$ cat src/rtl/lif_pkg.sv
// rtl/lif_pkg.sv - shared types, FSM encoding and ring-index helpers for lif_sched
//
// Contents:
//   W              default per-cell state width
//   lif_state_t    one cell's state word
//   sched_state_e  scheduler FSM encoding
//   idx_left       ring predecessor of a cell index (0 wraps to n-1)
//   idx_right      ring successor of a cell index (n-1 wraps to 0)
package lif_pkg;

  localparam int W = 4;

  typedef logic [W-1:0] lif_state_t;

  typedef enum logic [2:0] {
    S_IDLE    = 3'd0,
    S_ISSUE   = 3'd1,
    S_CAPTURE = 3'd2,
    S_COMMIT  = 3'd3,
    S_DONE    = 3'd4
  } sched_state_e;

  function automatic int idx_left(input int i, input int n);
    return (i == 0) ? n - 1 : i - 1;
  endfunction

  function automatic int idx_right(input int i, input int n);
    return (i == n - 1) ? 0 : i + 1;
  endfunction

endpackage

$ cat src/rtl/lif_state_bank.sv
// rtl/lif_state_bank.sv - committed/shadow cell storage with load, capture, commit and ring reads
//
// Ports:
//   clk, rst_n          clock, synchronous active-low reset
//   load_en_i           write load_data_i into committed cell load_idx_i (already gated to IDLE)
//   load_idx_i          cell index for load; indices >= N_CELLS are dropped
//   load_data_i         value for load
//   cap_en_i            write cap_data_i into shadow cell rd_idx_i
//   cap_data_i          update-cell result
//   commit_i            copy every shadow cell into the committed array in one edge
//   rd_idx_i            current cell index for neighbour reads and capture
//   left_o/mid_o/right_o committed states of cells idx-1, idx, idx+1 (ring)
//   state_flat_o        committed states, cell i at [i*W +: W]
module lif_state_bank #(
  parameter  int N_CELLS = 4,
  parameter  int W       = 4,
  localparam int IW      = $clog2(N_CELLS)
) (
  input  logic                 clk,
  input  logic                 rst_n,
  input  logic                 load_en_i,
  input  logic [IW-1:0]        load_idx_i,
  input  logic [W-1:0]         load_data_i,
  input  logic                 cap_en_i,
  input  logic [W-1:0]         cap_data_i,
  input  logic                 commit_i,
  input  logic [IW-1:0]        rd_idx_i,
  output logic [W-1:0]         left_o,
  output logic [W-1:0]         mid_o,
  output logic [W-1:0]         right_o,
  output logic [N_CELLS*W-1:0] state_flat_o
);
  import lif_pkg::*;

  logic [W-1:0]  cur_q [N_CELLS];
  logic [W-1:0]  nxt_q [N_CELLS];
  logic [IW-1:0] left_idx;
  logic [IW-1:0] right_idx;

  assign left_idx  = IW'(idx_left(int'(rd_idx_i), N_CELLS));
  assign right_idx = IW'(idx_right(int'(rd_idx_i), N_CELLS));

  assign left_o  = cur_q[left_idx];
  assign mid_o   = cur_q[rd_idx_i];
  assign right_o = cur_q[right_idx];

  // Loads only happen in IDLE and commits only in COMMIT, so the two never collide.
  always_ff @(posedge clk) begin
    if (!rst_n) begin
      for (int i = 0; i < N_CELLS; i++) begin
        cur_q[i] <= '0;
        nxt_q[i] <= '0;
      end
    end else begin
      if (load_en_i && (int'(load_idx_i) < N_CELLS)) begin
        cur_q[load_idx_i] <= load_data_i;
      end
      if (commit_i) begin
        for (int i = 0; i < N_CELLS; i++) begin
          cur_q[i] <= nxt_q[i];
        end
      end
      if (cap_en_i) begin
        nxt_q[rd_idx_i] <= cap_data_i;
      end
    end
  end

  for (genvar g = 0; g < N_CELLS; g++) begin : g_flat
    assign state_flat_o[g*W +: W] = cur_q[g];
  end

endmodule

$ cat src/rtl/lif_sched.sv
// rtl/lif_sched.sv - time-multiplexes one registered LIF update cell over a ring of cells
//
// Ports:
//   clk, rst_n            clock, synchronous active-low reset
//   load_en_i/load_idx_i/load_data_i  host load of a committed cell (IDLE only)
//   start_i               launch a run (IDLE only); samples gen_count_i and ext_in_i
//   gen_count_i           number of generations to run
//   ext_in_i              external stimulus, held in ext_q for the whole run
//   busy_o                high in every state but IDLE
//   done_o                one-cycle pulse at run completion
//   state_flat_o          committed cell states, cell i at [i*W +: W]
//   upd_in1_o..upd_in4_o  operands: left neighbour, self, right neighbour, ext
//   upd_out_i             update-cell result, valid the cycle after ISSUE
module lif_sched #(
  parameter  int N_CELLS = 4,
  parameter  int W       = 4,
  parameter  int GEN_W   = 8,
  localparam int IW      = $clog2(N_CELLS)
) (
  input  logic                 clk,
  input  logic                 rst_n,
  input  logic                 load_en_i,
  input  logic [IW-1:0]        load_idx_i,
  input  logic [W-1:0]         load_data_i,
  input  logic                 start_i,
  input  logic [GEN_W-1:0]     gen_count_i,
  input  logic [W-1:0]         ext_in_i,
  output logic                 busy_o,
  output logic                 done_o,
  output logic [N_CELLS*W-1:0] state_flat_o,
  output logic [W-1:0]         upd_in1_o,
  output logic [W-1:0]         upd_in2_o,
  output logic [W-1:0]         upd_in3_o,
  output logic [W-1:0]         upd_in4_o,
  input  logic [W-1:0]         upd_out_i
);
  import lif_pkg::*;

  sched_state_e   state_q, state_d;
  logic [IW-1:0]  idx_q, idx_d;
  logic [GEN_W-1:0] rem_q, rem_d;
  logic [W-1:0]   ext_q, ext_d;
  logic [W-1:0]   op1_q, op2_q, op3_q, op4_q;

  logic           load_ok, cap_en, commit, issue;
  logic [W-1:0]   rd_left, rd_mid, rd_right;
  logic           last_cell;

  assign last_cell = (idx_q == IW'(N_CELLS - 1));

  lif_state_bank #(
    .N_CELLS (N_CELLS),
    .W       (W)
  ) u_bank (
    .clk          (clk),
    .rst_n        (rst_n),
    .load_en_i    (load_ok),
    .load_idx_i   (load_idx_i),
    .load_data_i  (load_data_i),
    .cap_en_i     (cap_en),
    .cap_data_i   (upd_out_i),
    .commit_i     (commit),
    .rd_idx_i     (idx_q),
    .left_o       (rd_left),
    .mid_o        (rd_mid),
    .right_o      (rd_right),
    .state_flat_o (state_flat_o)
  );

  // FSM state register
  always_ff @(posedge clk) begin
    if (!rst_n) state_q <= S_IDLE;
    else        state_q <= state_d;
  end

  // FSM next state
  always_comb begin
    state_d = state_q;
    case (state_q)
      S_IDLE:    if (start_i) state_d = (gen_count_i == '0) ? S_DONE : S_ISSUE;
      S_ISSUE:   state_d = S_CAPTURE;
      S_CAPTURE: state_d = last_cell ? S_COMMIT : S_ISSUE;
      S_COMMIT:  state_d = (rem_q == GEN_W'(1)) ? S_DONE : S_ISSUE;
      S_DONE:    state_d = S_IDLE;
      default:   state_d = S_IDLE;
    endcase
  end

  // FSM outputs and datapath strobes
  always_comb begin
    busy_o  = (state_q != S_IDLE);
    done_o  = (state_q == S_DONE);
    load_ok = (state_q == S_IDLE) && load_en_i;
    issue   = (state_q == S_ISSUE);
    cap_en  = (state_q == S_CAPTURE);
    commit  = (state_q == S_COMMIT);
  end

  // Counters and latched stimulus; COMMIT is only reached with rem >= 1, so no wrap.
  always_comb begin
    idx_d = idx_q;
    rem_d = rem_q;
    ext_d = ext_q;
    if ((state_q == S_IDLE) && start_i) begin
      rem_d = gen_count_i;
      ext_d = ext_in_i;
      idx_d = '0;
    end
    if (cap_en && !last_cell) idx_d = idx_q + 1'b1;
    if (commit) begin
      rem_d = rem_q - 1'b1;
      idx_d = '0;
    end
  end

  always_ff @(posedge clk) begin
    if (!rst_n) begin
      idx_q <= '0;
      rem_q <= '0;
      ext_q <= '0;
      op1_q <= '0;
      op2_q <= '0;
      op3_q <= '0;
      op4_q <= '0;
    end else begin
      idx_q <= idx_d;
      rem_q <= rem_d;
      ext_q <= ext_d;
      if (issue) begin
        op1_q <= rd_left;
        op2_q <= rd_mid;
        op3_q <= rd_right;
        op4_q <= ext_q;
      end
    end
  end

  // Operands must be live during ISSUE so the registered cell answers in CAPTURE;
  // elsewhere they replay the last ISSUE values.
  assign upd_in1_o = issue ? rd_left  : op1_q;
  assign upd_in2_o = issue ? rd_mid   : op2_q;
  assign upd_in3_o = issue ? rd_right : op3_q;
  assign upd_in4_o = issue ? ext_q    : op4_q;

endmodule

$ cat config.mk
export PLATFORM = sky130hd
export DESIGN_NAME = lif_sched
export DESIGN_NICKNAME = d
export VERILOG_FILES = /design/src/rtl/lif_pkg.sv /design/src/rtl/lif_state_bank.sv /design/src/rtl/lif_sched.sv
export SDC_FILE = /design/constraint.sdc
export NUM_CORES = 1
export LEC_CHECK = 0
export CORE_UTILIZATION = 45
export CTS_CLUSTER_SIZE = 25
export DETAILED_ROUTE_END_ITERATION = 8
export PLACE_DENSITY = 0.7
export SLEW_MARGIN = 40
export SYNTH_ARGS = -nofsm -noshare
export SYNTH_HDL_FRONTEND = slang
export SYNTH_SLANG_ARGS = --single-unit
$ cat constraint.sdc
create_clock -name clk -period 2.3 [get_ports clk]
set_clock_uncertainty 0.1 [all_clocks]
set_input_delay 0.345 -clock clk [delete_from_list [all_inputs] [get_ports clk]]
set_output_delay 0.345 -clock clk [all_outputs]
set_load 0.01 [all_outputs]
==> summary by stage, run 1 <==
Status
The run finished, with violations left. The checks that failed: setup timing.

Yosys
The number of different library cells used by synthesis comes to 48. Summed over all instances, the cell type with the most area after synthesis is sky130_fd_sc_hd__edfxtp_1. After synthesis, the most frequently instantiated cells are 35 x sky130_fd_sc_hd__dfxtp_1, 32 x sky130_fd_sc_hd__and2_1, 32 x sky130_fd_sc_hd__edfxtp_1.

The top cell type by area accounts for 29.5% of the synthesized area. The post-synthesis instance area is 3260 µm². The number of nets handed over by synthesis was 310. The fraction of synthesis flops using an asynchronous set or reset pin is 0%. Averaged over all synthesized cells, the footprint is 11.6 µm². The flip-flop and latch count after synthesis is 67.

The most repeated cell in the gate-level netlist after synthesis is sky130_fd_sc_hd__dfxtp_1. Of the synthesized area, sequential elements account for 51.0%. Synthesis produced a netlist whose cell count is 280. For this run, the leading register cell type out of synthesis is sky130_fd_sc_hd__dfxtp_1. For this run, the number of Yosys warnings is 0.

Ranked by total cell area, the synthesized netlist is headed by sky130_fd_sc_hd__edfxtp_1 30%, sky130_fd_sc_hd__dfxtp_1 22%, sky130_fd_sc_hd__mux4_2 8.3%. Yosys mapped a number of flops with a built-in enable equal to 32.

Worst setup path
The internal reg-to-reg setup slack is 0.21 ns. The signal on the critical path passes through inv_2 -> ha_4 -> nor2b_4 -> buf_6 -> mux4_2 -> mux2_4 -> buf_6. The worst setup path is launched from a flop.

Together, buffers and inverters on the worst path number 3. The highest-delay cell along the critical path is sky130_fd_sc_hd__mux4_2. STA puts the critical path data arrival time at 2.10 ns. Grouping stages by cell kind, the critical path spends the most delay in multiplexers.

The maximum net fanout on the critical path is 4. The required arrival time at the worst endpoint is 1.86 ns. The depth of the worst register-to-register path is 4. The maximum cell stage delay along the critical path is 0.49 ns.

The kind of end point of the critical path is a primary output. The type of the setup path with the least slack is reg2out. The destination of the worst register-to-register timing path is u_bank.cur_q[3][2]. Counting stages on the worst path, the most repeated cell is sky130_fd_sc_hd__buf_6.

The worst register-to-register path begins at state_q[1].

Timing
For the final routed database, the setup TNS stands at -1.50 ns. The number of slew-limit violations in the final report is 0. Setup slack on the critical path of the routed design comes to -0.249 ns. The worst path uses 111% of the clock period. The achievable clock frequency is 392 MHz. The worst hold margin is 0.366 ns. Setup repair after global routing could not meet its margin everywhere. Setup violations remaining at the end of the flow were counted as 8. In this run the tightest slew margin relative to its limit is 54.7%. Counting I/O delays and the setup requirement, the final critical path takes 2.55 ns. The count of final hold-check violations was 0. At the pin with the least slew margin, the transition time is 0.672 ns.

Place
The detailed placer's ending HPWL is 5.35 mm. The number of placed instances, taps included, is 441. The post-detailed-placement cell area is 4030 µm². Routability-driven placement finished with a final weighted congestion of 0.776. In this run the tool buffered the top-level ports with 59 buffer cells.

Clock tree
The insertion delay of the later-clocked pin in the worst-skew pair is 0.35 ns. For this design, the CTS-stage hold fixing added 0 buffers. Clock-pin slew was measured on the worst setup and hold paths at 0.07 ns. The depth of the CTS H-tree is 3. TritonCTS built the clock tree. The sink count of the clock tree is 67. Clock tree synthesis selected as its root buffer the cell sky130_fd_sc_hd__clkbuf_8. The deepest clock path buffer count is 2. The number of clock buffers added by TritonCTS is 9.

Cells and area
The area added between synthesis and finish is 39.1%. The filler-free cell count of the finished design is 486. The number of antenna diodes in the final layout is 0. The layout filler cell count is 545. In the final design database the tool counted 415 nets. Of the cells placed in the final design, the portion with a size suffix greater than 1 is 29.7%.

The finished cells cover 4530 µm².

Route
The via-per-instance ratio is 5.26. The number of routed nets with antenna violations is 0. After detailed routing, the number of remaining DRC violations is 0. The final routed wirelength across all metal layers is 7.86 mm. The count of TritonRoute iterations in the first routing pass is 4. The wire length per cell is 16.2 µm.

For this block, the initial DRC count from the detailed router was 114. The total vias in the final route is 2556.

Hold path
The destination of the worst hold path is ext_q[2]. The worst hold path class is reg2reg. The worst hold path begins at ext_q[2]. The worst hold path cell count is 2.

Die
In this run the core area contains 30 standard-cell rows. The core outline area is 6910 µm². Once the floorplan was initialized, standard cells occupied 47.1% of the core. The die outline area is 7580 µm². From bottom edge to top edge, the die measures 87.1 µm. The number of top-level pins is 60.

The die is 87.1 µm wide.

Global routing
For this run, the total global-route usage over all layers was measured as 22.6%. The via count of the first global-routing pass is 2550. The initial antenna violation count was 0. Entering global routing, the biggest net connects 34 pins. The leftover overflow at the end of global routing is 0. The wire length of the first global-routing pass is 12.7 mm.

Power and ir drop
The peak ir drop on the vdd network is 0.397 mV. For this design the static power due to leakage is 1.79 nW. The cell area power density is 670 nW/µm².

Flow run
The max-capacitance violation count is 0.
logic make-up (layout without fill, tap and decap cells):
kind of cell | after synthesis | after routing | share of synthesized area [%]
AND/OR/NAND/NOR | 110 | 110 | 19.4
flip-flops | 67 | 67 | 51.0
adder cells (fa/ha/maj) | 4 | 4 | 1.54
AO/OA/AOI/OAI | 47 | 47 | 10.1
buffers and inverters | 21 | 131 | 3.23
XOR/XNOR | 1 | 1 | 0.269
multiplexers | 30 | 30 | 14.5
power breakdown:
group          switching [mW]  internal [mW]
logic                   0.275          0.346
registers              0.0500           1.33
clock network           0.446          0.594
total                   0.770           2.27
placed cells by master, fill, tap and decap left out, types with 3 or more instances in the layout:
cell type                         instances
sky130_fd_sc_hd__dfxtp_1                 31
sky130_fd_sc_hd__and2_1                  32
sky130_fd_sc_hd__nand3b_1                 4
sky130_fd_sc_hd__a21oi_1                  4
sky130_fd_sc_hd__clkbuf_8                10
sky130_fd_sc_hd__buf_4                   45
sky130_fd_sc_hd__nand2_1                 28
sky130_fd_sc_hd__nor2_1                  14
sky130_fd_sc_hd__mux2_4                   8
sky130_fd_sc_hd__mux4_2                  12
sky130_fd_sc_hd__a21boi_0                10
sky130_fd_sc_hd__nor4_1                   3
sky130_fd_sc_hd__inv_1                    6
sky130_fd_sc_hd__edfxtp_1                32
sky130_fd_sc_hd__nand2b_1                 3
sky130_fd_sc_hd__nand3_1                  8
sky130_fd_sc_hd__o31ai_1                  3
sky130_fd_sc_hd__a22o_1                   8
sky130_fd_sc_hd__o21ai_0                 13
sky130_fd_sc_hd__clkdlybuf4s50_1         47
sky130_fd_sc_hd__buf_6                   11
sky130_fd_sc_hd__dfxtp_2                  3
sky130_fd_sc_hd__mux2_2                   7
sky130_fd_sc_hd__nor3_1                   3
tightest hold or removal path: stages (launching register included):
cell and delay [ns]:
sky130_fd_sc_hd__dfxtp_1 0.31, sky130_fd_sc_hd__nand2_1 0.04, sky130_fd_sc_hd__a21boi_0 0.07
per-layer routing:
metal,track usage [%],routed length (µm)
met3,5.31,335
met4,11.4,262
met5,0,0
met2,38.2,3820
met1,27.0,3450
repair_timing:
item,4_1_cts,5_1_grt
setup endpoints to repair,16,12
gates resized for setup,67,6
setup buffers,26,4
pin swaps,2,1
how the worst max path moves through the flow:
stage,start,to,slack (ns),cells after the start
6_report,idx_q[1],upd_in1_o[1],-0.25,7
5_1_grt,idx_q[0],upd_in1_o[1],-0.32,7
4_1_cts,idx_q[0],upd_in1_o[3],-0.25,7
3_5_place_dp,idx_q[0],upd_in1_o[0],-0.27,6
3_3_place_gp,idx_q[0],upd_in1_o[3],-0.20,6
2_1_floorplan,idx_q[0],upd_in3_o[0],0.16,5
registers in the layout, summed over array words and instances, names as in the netlist, named ones only:
| register | cells |
|---|---|
| op1_q | 4 |
| u_bank.cur_q | 16 |
| op3_q | 4 |
| state_q | 3 |
| rem_q | 8 |
| idx_q | 2 |
| op2_q | 4 |
| op4_q | 4 |
| u_bank.nxt_q | 16 |
| ext_q | 4 |
area by class of cell:
cell class	count	area (µm²)	area share (%)
clock buffers	12	166	3.68
well taps	96	120	2.65
clock inverters	4	46.3	1.02
repair buffers	107	962	21.2
inverters	8	30.0	0.663
multi-input cells	192	1530	33.9
flip-flops and latches	67	1670	36.9
through the flow:
stage / utilization, % / setup slack [ns] / power [mW]
2_1_floorplan: - / 0.159 / 1.70
3_5_place_dp: 58.4 / -0.273 / 1.94
4_1_cts: 65.4 / -0.252 / 3.03
3_3_place_gp: 58.4 / -0.202 / 1.92
5_1_grt: 65.6 / -0.318 / 3.16
6_report: 65.6 / -0.249 / 3.04
(Power assumes the default switching activity.)
==> inputs of run 2 (changes only) <==
Settings changed: SLEW_MARGIN 40 to unset.
==> results of run 2 <==
No change in the layout: final DEF, timing and power equal those of run 1.
==> inputs of run 3 (changes only) <==
Settings changed: SKIP_LAST_GASP set to 1.
==> results of run 3 <==
No change in the layout: final DEF, timing and power equal those of run 1.
Main changes from that run: number of gates resized after CTS 67 -> 66
